`src/rtl/im_loader_pkg.sv`:
```
// im_loader_pkg: shared definitions for the instruction-memory loader.
//   - FSM state encodings (kept as plain localparams so older code can compare against them)
//   - IM geometry and base address (IM_BASE is also the PC reset value)
//   - insert_byte(): places one stream byte into a word lane
package im_loader_pkg;

    localparam logic [2:0] ST_IDLE  = 3'd0;
    localparam logic [2:0] ST_RECV  = 3'd1;
    localparam logic [2:0] ST_WRITE = 3'd2;
    localparam logic [2:0] ST_DONE  = 3'd3;
    localparam logic [2:0] ST_ERR   = 3'd4;

    localparam int unsigned IM_WORDS = 1024;
    localparam logic [31:0] IM_BASE  = 32'h0000_0000;

    // Byte k of a word goes to lane 3-k in MIPS order, lane k otherwise.
    function automatic logic [31:0] insert_byte(input logic [31:0] word,
                                                input logic [7:0]  b,
                                                input logic [1:0]  k,
                                                input logic        big_endian);
        logic [31:0] w;
        logic [1:0]  lane;
        w    = word;
        lane = big_endian ? ~k : k;
        case (lane)
            2'd0:    w[7:0]   = b;
            2'd1:    w[15:8]  = b;
            2'd2:    w[23:16] = b;
            default: w[31:24] = b;
        endcase
        return w;
    endfunction

endpackage

```
`src/rtl/im_loader_byte_packer.sv`:
```
// im_loader_byte_packer: assembles four stream bytes into one 32-bit word.
// Ports:
//   clk, rst      clock, asynchronous active-low reset
//   clr           clear byte counter and assembly register
//   shift_en      a byte transfer happens this cycle
//   byte_in       the byte being transferred
//   word_out      assembly register (stable while no transfer occurs)
//   word_full     this transfer completes the word (byte counter was 3)
module im_loader_byte_packer
    import im_loader_pkg::*;
#(
    parameter bit BIG_ENDIAN = 1'b1
) (
    input  logic        clk,
    input  logic        rst,
    input  logic        clr,
    input  logic        shift_en,
    input  logic [7:0]  byte_in,
    output logic [31:0] word_out,
    output logic        word_full
);

    logic [1:0]  cnt_q, cnt_d;
    logic [31:0] word_q, word_d;

    always_comb begin
        cnt_d  = cnt_q;
        word_d = word_q;
        if (clr) begin
            cnt_d  = 2'd0;
            word_d = 32'h0;
        end else if (shift_en) begin
            word_d = insert_byte(word_q, byte_in, cnt_q, BIG_ENDIAN);
            cnt_d  = cnt_q + 2'd1;  // wraps 3 -> 0 on the fourth byte
        end
    end

    always_ff @(posedge clk or negedge rst) begin
        if (!rst) begin
            cnt_q  <= 2'd0;
            word_q <= 32'h0;
        end else begin
            cnt_q  <= cnt_d;
            word_q <= word_d;
        end
    end

    assign word_out  = word_q;
    assign word_full = shift_en && (cnt_q == 2'd3);

endmodule

```
`src/rtl/im_loader.sv`:
```
// im_loader: receives a program as a byte stream and writes it word by word into the
// instruction memory, holding the CPU in reset until the whole image is written.
// Ports:
//   clk, rst                  clock, asynchronous active-low reset
//   start, word_count         load request and program length in words
//   byte_valid, byte_data     byte source; byte_ready is the accept handshake
//   im_we, im_addr, im_din    IM write port (one pulse per word, word-aligned byte address)
//   busy, done, error         status (busy in RECV/WRITE)
//   cpu_hold                  fetcher/PC reset, released only in DONE
module im_loader
    import im_loader_pkg::*;
#(
    parameter int unsigned ADDR_W     = 10,
    parameter bit          BIG_ENDIAN = 1'b1
) (
    input  logic              clk,
    input  logic              rst,
    input  logic              start,
    input  logic [ADDR_W:0]   word_count,
    input  logic              byte_valid,
    input  logic [7:0]        byte_data,
    output logic              byte_ready,
    output logic              im_we,
    output logic [31:0]       im_addr,
    output logic [31:0]       im_din,
    output logic              busy,
    output logic              done,
    output logic              error,
    output logic              cpu_hold
);

    localparam logic [ADDR_W:0] MAX_LEN = {1'b1, {ADDR_W{1'b0}}};
    localparam logic [ADDR_W:0] ONE     = {{ADDR_W{1'b0}}, 1'b1};

    logic [2:0]        state_q, state_d;
    logic [ADDR_W-1:0] idx_q, idx_d;
    logic [ADDR_W:0]   len_q, len_d;

    logic        start_ok;
    logic        len_bad;
    logic        last_word;
    logic        shift_en;
    logic        word_full;
    logic [31:0] word;

    assign start_ok  = start && (state_q == ST_IDLE || state_q == ST_DONE ||
                                 state_q == ST_ERR);
    assign len_bad   = (word_count == '0) || (word_count > MAX_LEN);
    assign last_word = ({1'b0, idx_q} == (len_q - ONE));
    assign shift_en  = (state_q == ST_RECV) && byte_valid;

    im_loader_byte_packer #(
        .BIG_ENDIAN (BIG_ENDIAN)
    ) u_packer (
        .clk        (clk),
        .rst        (rst),
        .clr        (start_ok),
        .shift_en   (shift_en),
        .byte_in    (byte_data),
        .word_out   (word),
        .word_full  (word_full)
    );

    always_comb begin
        state_d = state_q;
        idx_d   = idx_q;
        len_d   = len_q;
        case (state_q)
            ST_IDLE, ST_DONE, ST_ERR: begin
                if (start_ok) begin
                    if (len_bad) begin
                        state_d = ST_ERR;
                    end else begin
                        len_d   = word_count;
                        idx_d   = '0;
                        state_d = ST_RECV;
                    end
                end
            end
            ST_RECV: begin
                if (word_full) state_d = ST_WRITE;
            end
            ST_WRITE: begin
                if (last_word) begin
                    state_d = ST_DONE;
                end else begin
                    idx_d   = idx_q + 1'b1;
                    state_d = ST_RECV;
                end
            end
            default: state_d = ST_IDLE;
        endcase
    end

    always_ff @(posedge clk or negedge rst) begin
        if (!rst) begin
            state_q <= ST_IDLE;
            idx_q   <= '0;
            len_q   <= '0;
        end else begin
            state_q <= state_d;
            idx_q   <= idx_d;
            len_q   <= len_d;
        end
    end

    // Moore decode: every output is a function of registered state only.
    assign byte_ready = (state_q == ST_RECV);
    assign im_we      = (state_q == ST_WRITE);
    assign im_addr    = IM_BASE + {{(30 - ADDR_W){1'b0}}, idx_q, 2'b00};
    assign im_din     = word;
    assign busy       = (state_q == ST_RECV) || (state_q == ST_WRITE);
    assign done       = (state_q == ST_DONE);
    assign error      = (state_q == ST_ERR);
    assign cpu_hold   = (state_q != ST_DONE);

endmodule

```
`config.mk`:
```
export PLATFORM = sky130hd
export DESIGN_NAME = im_loader
export DESIGN_NICKNAME = d
export VERILOG_FILES = /design/src/rtl/im_loader_pkg.sv /design/src/rtl/im_loader_byte_packer.sv /design/src/rtl/im_loader.sv
export SDC_FILE = /design/constraint.sdc
export NUM_CORES = 1
export LEC_CHECK = 0
export BUFFER_PORTS_ARGS = -buffer_cell sky130_fd_sc_hd__buf_2
export CORE_ASPECT_RATIO = 0.6
export CORE_MARGIN = 3
export CORE_UTILIZATION = 53
export CTS_CLUSTER_SIZE = 25
export DETAILED_ROUTE_END_ITERATION = 6
export MAX_ROUTING_LAYER = met4
export PLACE_DENSITY_LB_ADDON = 0.25
export SYNTH_ARGS = -nofsm -noshare
export SYNTH_HDL_FRONTEND = slang
export SYNTH_HIERARCHICAL = 1
export SYNTH_SLANG_ARGS = --single-unit
export TNS_END_PERCENT = 20
```
`constraint.sdc`:
```
create_clock -name clk -period 2.6 [get_ports clk]
set_input_delay 0.52 -clock clk [delete_from_list [all_inputs] [get_ports clk]]
set_output_delay 0.52 -clock clk [all_outputs]
set_load 0.02 [all_outputs]
```
==> flow_summary.yaml, run 1 <==
run_status:
  status: "complete, no violations"
die:
  die_h_um: 68.9
  die_area_um2: 7630
  num_io_pins: 93
  die_w_um: 111
  start_util_pct: 55.9
  core_area_um2: 6250
  row_count: 22
clocking:
  clk_pin_slew_worst_paths_ns: 0.07
  cts_tree: "done"
  post_cts_buffers: 0
  htreeDepth: 3
  cts-root-buf: "clkbuf_8"
  clk_latency_ns: 0.33
  cts_buffers: 9
  clock_path_buffers: 2
  numClockSinks: 58
timing:
  finalCritPeriodShare_pct: 92.7
  worst_pin_slew_ns: 0.719
  final_max_slew_viol_count: 0
  grt_setup_unrepaired: "no"
  worst_slack_ns: 0.191
  tns_ns: 0
  min_period_ns: 2.41
  fmax_ghz: 0.415
  relSlewSlack_pct: 52.1
  setup_viol: 0
  finClkSkew_ns: 0.00497
  hold_viol: 0
place:
  dpl.cell_count: 507
  io_buffer_count: 70
  dpl_cell_area_um2: 3900
  post-place-ws_ns: -0.0613
  gp_congestion: 0.901
  dp_hpwl_um: 6220
final_layout:
  stdcell_area_um2: 4150
  nFillCells: 540
  syn2layout_area_growth_pct: 18.9
  multi_input_area_um2: 1820
  finalNonFillerCells: 523
  drive_gt1_share_pct: 28.2
  finalCoreUtilization_pct: 66.4
  num_antenna_cells: 0
  ff_latch_area_um2: 1450
  nets: 463
pwr:
  p_leak_nw: 2.24
  power_density_nw_per_um2: 1070
  peakVddDrop_v: 0.000597
drt:
  drc_errors: 0
  wirelength_um: 8220
  ant_nets: 0
  num_vias: 2829
  vias_per_cell: 5.41
  dr.pass1.iters: 5
  wl_per_cell_um: 15.7
  drtIter0Drc: 217
synthesis:
  ys_ff_latch: 58
  ys_warn_count: 6
  seq_area_frac_synth_pct: 41.6
  synth-edff-count: 0
  synthArstFlopShare_pct: 100
  synth-compound-area-share_pct: 10.2
  synthAdderAreaFrac_pct: 2.15
  synthFlopType: "dfrtp_1"
  synthCells: 351
  avgSynthCellArea_um2: 9.95
  netlist_area_um2: 3490
  synthXorXnorAreaFrac_pct: 4.01
  synth_cell_type_count: 63
  synth_top_family_by_area: "simple AND/OR/NAND/NOR gates"
  synthMuxAreaShare_pct: 9.75
  synthSimpleGateAreaFrac_pct: 23.3
critical_path:
  crit_arrival_ns: 2.61
  worst-path-max-fanout: 7
  required_ns: 2.81
  critPathKind: "flop to flop"
  cp-start-kind: "flop"
  worstSetupEndpointType: "flop"
run:
  maxCapViolCount: 0
global_routing:
  grt_pass1_vias: 2499
  track_usage_pct: 22.2
  grt_antenna_before_repair: 0
  grt_remaining_overflow: 0
  grt_pass1_wl_um: 12800
  grt_max_degree: 59
hold_path:
  worstHoldPathType: "input pin to asynchronous set/reset pin"
-- critical path: stages (launching register included) --
cell and delay, ns:
dfrtp_1 0.35, inv_1 0.06, ha_1 0.19, buf_4 0.15, and2b_1 0.14, or3_1 0.34, a31oi_1 0.33, and4_4 0.34
and3_4 0.27, o21ai_0 0.11
-- cell usage in the layout, fill, tap and decap left out, types with 5 or more instances in the layout --
cell,synthesis,layout
nand2b_1,43,43
buf_2,1,70
ha_1,6,6
inv_1,13,13
o21ai_0,10,10
dfrtp_1,58,58
buf_4,22,17
mux2i_1,34,34
o31ai_2,5,5
nand2_1,33,33
clkbuf_8,0,9
nor3_1,6,6
conb_1,1,22
xnor2_1,11,11
xor2_1,5,5
nor2_1,14,14
-- flip-flops by register name, indices dropped and copies added, names as in the netlist --
signal and cells:
idx_q 10, state_q 3, u_packer/word_out 32, len_q 11
u_packer/cnt_q 2
-- power breakdown --
part	total, W	switching (W)	internal (W)
combinational	0.00201	0.00119	0.000822
sequential	0.00141	0.000254	0.00116
clock	0.00102	0.000377	0.000640
total	0.00444	0.00182	0.00262
-- per-layer routing --
layer	vias up	routed length (um)	global-route usage, %
li1	1346	-	-
met1	1348	4030	32.8
met2	125	3380	29.1
met3	10	728	6.10
met4	0	72	6.91
met5	-	0	-
-- Yosys cell counts (5+ instances only) --
library cell / instances / area, um^2
xnor2_1: 11 / 96.3
nand2b_1: 43 / 269
buf_4: 22 / 165
nor3_1: 6 / 30.0
mux2i_1: 34 / 340
o31ai_2: 5 / 62.6
inv_1: 13 / 48.8
dfrtp_1: 58 / 1450
nor2_1: 14 / 52.6
ha_1: 6 / 75.1
clkbuf_1: 7 / 26.3
nand2_1: 33 / 124
buf_6: 5 / 56.3
xor2_1: 5 / 43.8
o21ai_0: 10 / 50.1
-- cell type report --
type                            count  area share (%)
Clock buffer                       10            3.08
Clock inverter                      6            2.77
Inverter                           14            1.27
Multi-Input combinational cell    264            43.8
Sequential cell                    58            35.0
Tap cell                           84            2.53
Timing Repair Buffer               87            11.5
-- kinds of logic (layout without fill, tap and decap cells) --
logic type | count (synthesis) | count (layout)
xor+xnor | 16 | 16
flops | 58 | 58
fa+ha+maj | 6 | 6
buf+inv | 50 | 117
simple gates | 141 | 141
other cells | 1 | 22
mux | 34 | 34
compound gates | 45 | 45
-- repair_timing --
item | CTS | global route
endpoints found under the setup margin | 5 | 4
endpoints found under the hold margin | 0 | 0
resized for setup | 1 | 2
hold buffers | 0 | 0
gates cloned | 0 | 0
-- metrics by stage --
stage          hold slack [ns]  power [W]
6_report                 0.324    0.00444
3_3_place_gp             0.525    0.00334
5_1_grt                  0.387    0.00471
2_1_floorplan            0.224    0.00279
4_1_cts                  0.350    0.00444
3_5_place_dp             0.530    0.00340
-- path summary, 6_finish.rpt --
check                           slack (ns)                             start  cells past startpoint                               end
worst min register to register        0.54  u_packer/word_out[7]$_DFFE_PN0P_                      2  u_packer/word_out[7]$_DFFE_PN0P_
min in group clk                      0.40                     word_count[5]                      3              len_q[5]$_DFFE_PN0P_
max in group asynchronous             1.80                               rst                      2     u_packer/cnt_q[1]$_DFFE_PN0P_
worst min-delay path                  0.32                               rst                      2              idx_q[3]$_DFFE_PN0P_
worst max register to register        0.19              len_q[1]$_DFFE_PN0P_                      9              idx_q[8]$_DFFE_PN0P_
worst max-delay path                  0.19              len_q[1]$_DFFE_PN0P_                      9              idx_q[8]$_DFFE_PN0P_
(Power assumes the default switching activity.)
==> run 2: changes to the inputs <==
Settings changed: CORE_UTILIZATION 53 to 52, PLACE_DENSITY set to 0.78, PLACE_DENSITY_LB_ADDON 0.25 to not set, SYNTH_HIERARCHICAL 1 to not set.
==> run 2 against run 1 <==
- sequential power about the same
- sequential cell count is the same
- via count down 1.0%
- routed wire length decreased by 0.90%
- largest power group unchanged
==> flow_summary.yaml, run 2 <==
die:
  die_h_um: 66.0
  die_area_um2: 6990
  start_util_pct: 54.9
  core_area_um2: 5680
  row_count: 21
  die_w_um: 106
  num_io_pins: 93
timing:
  finClkSkew_ns: 0.00459
  finalCritPeriodShare_pct: 99.2
  grt_setup_unrepaired: "yes"
  worst_pin_slew_ns: 0.577
  setup_viol: 0
  fmax_ghz: 0.388
  tns_ns: 0
  min_period_ns: 2.58
  hold_viol: 0
  relSlewSlack_pct: 61.3
  final_max_slew_viol_count: 0
synthesis:
  synth_cell_type_count: 49
  ys_ff_latch: 58
  synthCells: 356
  synth_top_area_share_pct: 46.6
  synth-edff-count: 0
  seq_area_frac_synth_pct: 46.6
  yosys.area.top_type: "dfrtp_1"
  synthArstFlopShare_pct: 100
  synth.top_cells.by_area: "dfrtp_1 47%, nand2_1 8.3%, a21oi_1 6.1%"
  netlist_area_um2: 3120
  ys_warn_count: 0
  synthFlopType: "dfrtp_1"
  yosysMostFrequentCell: "nand2_1"
  synthTopCellsByCount: "69 x nand2_1, 58 x dfrtp_1, 38 x a21oi_1, 36 x nand3_1, 22 x buf_4"
  avgSynthCellArea_um2: 8.75
final_layout:
  largest_register_ffs: 32
  syn2layout_area_growth_pct: 21.2
  nets: 458
  layout_commonest_cell: "buf_2"
  layout_common_cells: "70 x buf_2, 69 x nand2_1, 57 x dfrtp_1, 38 x a21oi_1, 36 x nand3_1"
  drive_gt1_share_pct: 26.7
  num_antenna_cells: 0
  finalNonFillerCells: 514
clocking:
  htreeDepth: 3
  cts_tree: "done"
  clk_latency_ns: 0.33
  numClockSinks: 58
  clock_path_buffers: 2
  cts-root-buf: "clkbuf_8"
  clk_pin_slew_worst_paths_ns: 0.07
  cts_buffers: 9
  holdBufCountCts: 0
pwr:
  p_sw_w: 0.00171
  peakVddDrop_v: 0.000508
  p_total_w: 0.00409
  pwr-share-seq_pct: 34.6
  power.internal_w: 0.00237
  switching_share_pct: 41.9
  pwr-share-clk_pct: 22.6
  p_leak_nw: 1.81
  power_density_nw_per_um2: 1080
  p_comb_share_pct: 42.8
drt:
  dr.pass1.iters: 4
  drtIter0Drc: 230
  num_vias: 2800
  drc_errors: 0
  vias_per_cell: 5.45
  wl_per_cell_um: 15.8
  ant_nets: 0
  wirelength_um: 8140
critical_path:
  r2r_start: "len_q[1]$_DFFE_PN0P_"
  worstSetupEndpointType: "flop"
  crit_arrival_ns: 2.84
  critPathKind: "flop to flop"
  worstSetupStartpoint: "len_q[1]$_DFFE_PN0P_"
  worst-path-max-fanout: 8
  required_ns: 2.86
  cp-start-kind: "flop"
  rrSetupSlack_ns: 0.02
place:
  gp_congestion: 0.915
  io_buffer_count: 70
  dp_hpwl_um: 5720
  dpl.cell_count: 494
global_routing:
  track_usage_pct: 23.8
  grt_pass1_vias: 2506
  grt_max_degree: 39
  grt_remaining_overflow: 0
  grt_pass1_wl_um: 12400
  grt_antenna_before_repair: 0
hold_path:
  worstHoldPathType: "input pin to asynchronous set/reset pin"
run_status:
  status: "complete, no violations"
run:
  maxCapViolCount: 0
[run 2: changes by cell type after synthesis, moves of 4 or more]
cell	before	now
nand2b_1	43	2
a21oi_1	1	38
nand2_1	33	69
mux2i_1	34	2
nand3_1	4	36
clkbuf_1	7	14
o31ai_2	5	0
a31oi_1	4	0
inv_1	13	9
o211ai_1	1	5
or4_1	0	4
[run 2: power groups by stage]
stage	registers (W)	clock network, W	logic (W)
3_3_place_gp	0.00140	0	0.00154
5_1_grt	0.00145	0.000977	0.00193
6_report	0.00141	0.000925	0.00175
2_1_floorplan	0.00155	0	0.000971
4_1_cts	0.00140	0.000937	0.00162
3_5_place_dp	0.00141	0	0.00158
[run 2: timing repair]
item / in CTS / in global routing
setup buffers: 2 / 1
gates resized for setup: 4 / 12
endpoints found under the setup margin: 9 / 11
endpoints found under the hold margin: 0 / 0
cloned: 1 / 0
pin swaps: 2 / 7
[run 2: cell type report]
cell class              instances  area [um^2]
repair buffers                 82          440
clock inverters                 5         77.6
multi-input cells             269         1530
clock buffers                  11          141
flip-flops and latches         58         1450
inverters                       9         33.8
fillers                       477         1900
well taps                      80          100
[run 2: logic make-up after synthesis]
| kind of cell | after synthesis | share of synthesized area (%) |
|---|---|---|
| and+or+nand+nor | 152 | 23.0 |
| AOI/OAI and AO/OA | 73 | 14.0 |
| DFF | 58 | 46.6 |
| buffers and inverters | 51 | 9.56 |
| xor gates and xnor gates | 12 | 3.37 |
| adders and majority gates | 6 | 2.41 |
| muxes | 3 | 1.00 |
| other | 1 | 0.120 |
[run 2: critical path, cell delays in order, from the launching register on]
cell	delay (ns)
dfrtp_1	0.42
inv_2	0.10
ha_4	0.14
or3b_4	0.41
o31a_1	0.26
o2111ai_2	0.23
a2111oi_4	0.07
and2_4	0.22
or4_1	0.51
a21oi_1	0.15
[run 2: final timing paths]
| check | endpoint | cells past startpoint |
|---|---|---|
| setup / recovery | idx_q[7]$_DFFE_PN0P_ | 9 |
| hold / removal | u_packer.word_out[19]$_DFFE_PN0P_ | 1 |
| setup reg to reg | idx_q[7]$_DFFE_PN0P_ | 9 |
| hold reg to reg | u_packer.word_out[16]$_DFFE_PN0P_ | 2 |
| max in group asynchronous | state_q[2]$_DFFE_PN0P_ | 2 |
| min in group clk | len_q[3]$_DFFE_PN0P_ | 3 |
[run 2: per-layer routing]
metal	GRT usage, %	share of wire [%]	up-vias
met4	6.46	0.93	0
met3	5.56	7.9	6
li1	-	-	1338
met5	-	0	-
met1	34.6	47	1328
met2	33.6	44	128
[run 2: per-stage QoR]
step           util [%]  hold slack (ns)  setup WS [ns]  instance area (um^2)
6_report           66.5           0.0484         0.0215                  3770
3_5_place_dp       60.8            0.405        -0.0419                  3450
5_1_grt            66.5           0.0619         -0.104                  3770
2_1_floorplan         -            0.224         0.0361                  3190
4_1_cts            65.3           0.0442        -0.0613                  3710
3_3_place_gp       60.8            0.404         0.0752                  3450
